<file path="config.mk">
export PLATFORM = sky130hd
export DESIGN_NAME = serpent_cipher_ctrl
export DESIGN_NICKNAME = d
export VERILOG_FILES = /design/src/rtl/serpent_cipher_ctrl.sv
export SDC_FILE = /design/constraint.sdc
export NUM_CORES = 2
export LEC_CHECK = 0
export CAP_MARGIN = 0
export CELL_PAD_IN_SITES_DETAIL_PLACEMENT = 0
export CELL_PAD_IN_SITES_GLOBAL_PLACEMENT = 1
export CORE_ASPECT_RATIO = 0.9
export CORE_MARGIN = 3
export CORE_UTILIZATION = 45
export DETAILED_ROUTE_END_ITERATION = 6
export PLACE_DENSITY = 0.76
export SLEW_MARGIN = 15
export SYNTH_ARGS = -nofsm -noshare
export SYNTH_HDL_FRONTEND = slang
export SYNTH_MEMORY_MAX_BITS = 65536
export SYNTH_SLANG_ARGS = --single-unit
</file>
<file path="constraint.sdc">
create_clock -name i_clk -period 19.6 [get_ports i_clk]
set_clock_uncertainty 0.05 [all_clocks]
set_input_delay 3.92 -clock i_clk [delete_from_list [all_inputs] [get_ports i_clk]]
set_output_delay 3.92 -clock i_clk [all_outputs]
set_load 0.01 [all_outputs]
</file>
<file path="src/rtl/serpent_cipher_ctrl.sv">
// Serpent block-cipher controller: owns the expanded-key memory, sequences key schedule and round engine.
// Optional decrypt support (reversed subkey order) is enabled by defining SERPENT_CTRL_DECRYPT_EN.
module serpent_cipher_ctrl #(
   parameter int unsigned KEY_W  = 256,
   parameter int unsigned BLK_W  = 128,
   parameter int unsigned NUM_SK = 33,
   parameter int unsigned AW     = 6
) (
   input  logic             i_clk,
   input  logic             i_rst,
   input  logic             i_key_valid,
   input  logic [KEY_W-1:0] i_key,
   output logic             o_key_ready,
   output logic             o_key_loaded,
   input  logic             i_in_valid,
   input  logic [BLK_W-1:0] i_in_data,
   input  logic             i_in_decrypt,
   output logic             o_in_ready,
   output logic             o_out_valid,
   output logic [BLK_W-1:0] o_out_data,
   input  logic             i_out_ready,
   output logic             o_ks_start,
   output logic [KEY_W-1:0] o_ks_key,
   input  logic             i_ks_we,
   input  logic [AW-1:0]    i_ks_addr,
   input  logic [BLK_W-1:0] i_ks_subkey,
   output logic             o_eng_start,
   output logic [BLK_W-1:0] o_eng_data,
   output logic             o_eng_decrypt,
   input  logic             i_eng_rd,
   input  logic [AW-1:0]    i_eng_idx,
   output logic [BLK_W-1:0] o_eng_subkey,
   input  logic             i_eng_done,
   input  logic [BLK_W-1:0] i_eng_data,
   output logic             o_busy
);

   localparam int unsigned CW = $clog2(NUM_SK + 1);
   localparam logic [AW:0] SK_LIM = (AW+1)'(NUM_SK);

   typedef enum logic [2:0] {S_IDLE, S_KSCHED, S_READY, S_CRYPT, S_OUT} state_t;

   state_t           r_state;
   state_t           w_state_nxt;
   logic             w_key_acc;
   logic             w_blk_acc;
   logic             w_wr_acc;
   logic             w_loaded_set;
   logic             w_done;
   logic             w_out_acc;
   logic [CW-1:0]    r_wr_cnt;
   logic [CW-1:0]    w_wr_cnt_inc;
   logic [BLK_W-1:0] r_mem [NUM_SK];
   logic [AW-1:0]    w_rd_addr;
   logic [BLK_W-1:0] w_rd_data;

   logic             r_key_loaded;
   logic             r_ks_start;
   logic [KEY_W-1:0] r_ks_key;
   logic             r_eng_start;
   logic [BLK_W-1:0] r_eng_data;
   logic [BLK_W-1:0] r_eng_subkey;
   logic             r_out_valid;
   logic [BLK_W-1:0] r_out_data;
   logic             r_busy;

   // Only in-range writes during key scheduling land in memory and count
   assign w_wr_acc     = (r_state == S_KSCHED) && i_ks_we && ({1'b0, i_ks_addr} < SK_LIM);
   assign w_wr_cnt_inc = r_wr_cnt + CW'(1);

`ifdef SERPENT_CTRL_DECRYPT_EN
   logic r_eng_decrypt;

   always_ff @(posedge i_clk) begin
      if (i_rst)          r_eng_decrypt <= 1'b0;
      else if (w_blk_acc) r_eng_decrypt <= i_in_decrypt;
   end

   // Decrypt walks the subkeys in reverse; wrap in AW bits pushes bad indices out of range
   assign w_rd_addr     = r_eng_decrypt ? (AW'(NUM_SK - 1) - i_eng_idx) : i_eng_idx;
   assign o_eng_decrypt = r_eng_decrypt;
`else
   logic w_unused_decrypt;

   assign w_unused_decrypt = i_in_decrypt;
   assign w_rd_addr        = i_eng_idx;
   assign o_eng_decrypt    = 1'b0;
`endif

   assign w_rd_data = ({1'b0, w_rd_addr} < SK_LIM) ? r_mem[w_rd_addr] : '0;

   always_ff @(posedge i_clk) begin
      if (i_rst) r_state <= S_IDLE;
      else       r_state <= w_state_nxt;
   end

   always_comb begin
      w_state_nxt  = r_state;
      o_key_ready  = 1'b0;
      o_in_ready   = 1'b0;
      w_key_acc    = 1'b0;
      w_blk_acc    = 1'b0;
      w_loaded_set = 1'b0;
      w_done       = 1'b0;
      w_out_acc    = 1'b0;
      case (r_state)
         S_IDLE: begin
            o_key_ready = 1'b1;
            if (i_key_valid) begin
               w_key_acc   = 1'b1;
               w_state_nxt = S_KSCHED;
            end
         end
         S_KSCHED: begin
            if (w_wr_acc && (w_wr_cnt_inc == CW'(NUM_SK))) begin
               w_loaded_set = 1'b1;
               w_state_nxt  = S_READY;
            end
         end
         S_READY: begin
            o_key_ready = 1'b1;
            o_in_ready  = ~i_key_valid;
            if (i_key_valid) begin
               w_key_acc   = 1'b1;
               w_state_nxt = S_KSCHED;
            end else if (i_in_valid) begin
               w_blk_acc   = 1'b1;
               w_state_nxt = S_CRYPT;
            end
         end
         S_CRYPT: begin
            if (i_eng_done) begin
               w_done      = 1'b1;
               w_state_nxt = S_OUT;
            end
         end
         S_OUT: begin
            if (i_out_ready) begin
               w_out_acc   = 1'b1;
               w_state_nxt = S_READY;
            end
         end
         default: w_state_nxt = S_IDLE;
      endcase
   end

   always_ff @(posedge i_clk) begin
      if (i_rst) begin
         r_key_loaded <= 1'b0;
         r_ks_start   <= 1'b0;
         r_ks_key     <= '0;
         r_eng_start  <= 1'b0;
         r_eng_data   <= '0;
         r_eng_subkey <= '0;
         r_out_valid  <= 1'b0;
         r_out_data   <= '0;
         r_busy       <= 1'b0;
         r_wr_cnt     <= '0;
      end else begin
         r_ks_start  <= w_key_acc;
         r_eng_start <= w_blk_acc;
         r_busy      <= (w_state_nxt != S_IDLE) && (w_state_nxt != S_READY);
         if (w_key_acc) begin
            r_ks_key     <= i_key;
            r_key_loaded <= 1'b0;
            r_wr_cnt     <= '0;
         end else if (w_wr_acc) begin
            r_wr_cnt <= w_wr_cnt_inc;
         end
         if (w_loaded_set) r_key_loaded <= 1'b1;
         if (w_blk_acc) r_eng_data <= i_in_data;
         if ((r_state == S_CRYPT) && i_eng_rd) r_eng_subkey <= w_rd_data;
         if (w_done) begin
            r_out_valid <= 1'b1;
            r_out_data  <= i_eng_data;
         end else if (w_out_acc) begin
            r_out_valid <= 1'b0;
         end
      end
   end

   // Subkey storage is deliberately left unreset
   always_ff @(posedge i_clk) begin
      if (w_wr_acc) r_mem[i_ks_addr] <= i_ks_subkey;
   end

   assign o_key_loaded = r_key_loaded;
   assign o_ks_start   = r_ks_start;
   assign o_ks_key     = r_ks_key;
   assign o_eng_start  = r_eng_start;
   assign o_eng_data   = r_eng_data;
   assign o_eng_subkey = r_eng_subkey;
   assign o_out_valid  = r_out_valid;
   assign o_out_data   = r_out_data;
   assign o_busy       = r_busy;

endmodule
</file>
==> results.py <==
metrics = {
    "cts": {
        "cts_resized": 0,
        "htree_levels": 5,
        "cts_tree": "done",
        "cts_made_buffers": 472,
        "cts_sinks": 4878,
        "post_cts_buffers": 0,
        "cts_buffer_depth": 4,
        "hold_buffers": 0,
        "root_buffer": "clkbuf_16",
        "path_clk_slew_ns": 0.06,
        "clock_latency_ns": 1.02,
    },
    "global_routing": {
        "grt_max_degree": 137,
        "grt_pass1_wl_mm": 901,
        "antenna_found_initial": 237,
        "grt_usage_pct": 31.8,
        "grt_pass1_vias": 101000,
        "overflow": 0,
    },
    "sta": {
        "post-route-period-util_pct": 48.9,
        "rsz0062_at_grt": "no",
        "fin_crit_ns": 9.58,
        "setup_violations": 0,
        "tightest_slew_ns": 1.41,
        "max-slew-margin-rel_pct": 6.15,
        "fin_hold_ws_ns": 0.406,
        "max_freq_mhz": 104,
        "drv_slew": 0,
        "tns_ns": 0,
        "final_hold_viol_count": 0,
    },
    "synth": {
        "synth.avg_cell_area_sq_um": 18.7,
        "synth_edf_count": 4224,
        "ys_top_cells_by_area": "edfxtp_1 (69%), mux4_2 (9.0%), dfxtp_1 (7.1%)",
        "synth_nets": 10500,
        "syn_inst": 9791,
        "synth_warnings": 0,
        "synth_area_leader_cell": "edfxtp_1",
        "ys.flop_type": "edfxtp_1",
        "ys_ff_latch": 4878,
        "ys_seq_area_share_pct": 76.3,
        "ys_types": 59,
        "async_flop_share_pct": 0,
        "syn_area_sq_mm": 0.183,
        "netlist.area_leader.share_pct": 69.2,
    },
    "detailed_routing": {
        "first_iter_violations": 14100,
        "drt_wl_total_mm": 673,
        "drc": 0,
        "wire_per_inst_microns": 39.6,
        "dr.pass1.iters": 6,
        "vias": 105000,
        "routed_via_density": 6.21,
        "ant_nets": 0,
    },
    "critical_path": {
        "cp-startpoint": "i_key_valid",
        "criticalPathCategory": "in -> out",
        "start_kind": "input pin",
        "worst-path-max-fanout": 5,
        "r2r_start": "r_state[2]$_SDFF_PP0_",
        "cp_data_required_time_ns": 15.63,
        "endpoint_kind": "output port",
        "cp.arrival_ns": 5.61,
    },
    "finish": {
        "final_area_sq_mm": 0.218,
        "drive_gt1_share_pct": 18.7,
        "finalNetCount": 11800,
        "mostFrequentLayoutCells": "edfxtp_1 (4224), clkdlybuf4s50_1 (1291), nand2_1 (867)",
        "area_delta_synth_final_pct": 19.1,
        "final_common_cell": "edfxtp_1",
        "nFillCells": 31000,
    },
    "die": {
        "rows": 221,
        "fp.dieH_microns": 611,
        "core_sq_mm": 0.404,
        "start_util_pct": 45.3,
        "dieArea_sq_mm": 0.415,
        "die_w_microns": 679,
        "num_io_pins": 1309,
    },
    "placement": {
        "hpwlAfterDp_mm": 414,
        "globalplace.congestion": 0.977,
        "port_buffers": 1306,
        "placed_area_sq_mm": 0.202,
    },
    "worst_hold_path": {
        "hp-class": "reg -> reg",
        "min-delay-start": "o_eng_data[53]$_SDFFE_PP0P_",
    },
    "run": {
        "maxCapViolations": 0,
    },
    "power": {
        "leakage_uw": 0.0696,
        "power.density_mw_per_mm2": 99.4,
        "irDropWorstVdd_mv": 0.0934,
    },
    "run_status": {
        "status": "complete, no violations",
    },
}
-- Yosys cell counts (all sizes together) (72+ instances only) --
cell type,n
edfxtp,4224
nand2,868
mux4,729
dfxtp,654
a21oi,571
mux2,421
clkbuf,320
mux2i,316
a22o,315
buf,304
nand4,142
o22ai,103
a211oi,90
nand3,76
nor2b,76
nand2b,75
o221ai,72
-- state kept, by name, summed over array words and instances (netlist names), 3 cells and up --
register	cells
r_mem	4224
o_ks_key	256
o_eng_data	128
o_eng_subkey	128
o_out_data	128
r_wr_cnt	6
r_state	3
-- cell families after synthesis --
group	Yosys count	synth area share, %
multiplexers	1466	13.3
XOR/XNOR	7	0.0334
other	1	0.00205
flip-flops	4878	76.3
AND/OR/NAND/NOR	1453	3.67
buffers and inverters	630	1.59
adder cells (fa/ha/maj)	2	0.0136
AO/OA/AOI/OAI	1354	5.08
-- stage by stage --
step                total power [uW]  cells  setup WS, ns  util, %
global route                   22300  16900          9.93     54.0
floorplan                      12100   9791          2.04        -
CTS                            21800  16900         10.01     54.0
global placement               12600  16000          9.92     50.1
detailed placement             12600  16000          9.84     50.1
finish                         21700  17000         10.02     54.0
-- critical path, stage by stage --
cell and delay [ns]:
clkdlybuf4s50_1 0.56, nor4b_2 0.49, clkdlybuf4s50_1 0.64
-- layer usage --
metal  vias to the layer above  GRT usage (%)  routed length [microns]
li1                      42300              -                        -
met1                     55200           40.5                   246000
met2                      6401           51.4                   324000
met3                      1372           7.71                    65600
met4                       142           15.1                    37000
met5                         -              0                      905
-- power breakdown --
part	leakage, uW	switching (uW)	internal, uW
sequential	0.0433	32.4	11300
combinational	0.0187	631	450
clock	0.00767	3990	5290
total	0.0696	4650	17100
-- path summary, 6_finish.rpt --
kind | depth (start not counted) | slack, ns | end
worst min register to register | 2 | 0.41 | o_eng_data[53]$_SDFFE_PP0P_
worst min-delay path | 2 | 0.41 | o_eng_data[53]$_SDFFE_PP0P_
worst max register to register | 8 | 14.20 | r_mem[28][72]$_DFFE_PP_
worst max-delay path | 3 | 10.02 | o_in_ready
-- area by class of cell --
| class | instances | area [sq um] | area share (%) |
|---|---|---|---|
| Antenna cell | 63 | 158 | 0.0722 |
| Clock buffer | 599 | 12800 | 5.85 |
| Clock inverter | 284 | 2930 | 1.34 |
| Inverter | 6 | 22.5 | 0.0103 |
| Multi-Input combinational cell | 4283 | 40800 | 18.7 |
| Sequential cell | 4878 | 140000 | 64.1 |
| Tap cell | 5352 | 6700 | 3.07 |
| Timing Repair Buffer | 1518 | 14900 | 6.84 |
No activity file was read; power rests on OpenSTA's default activity.
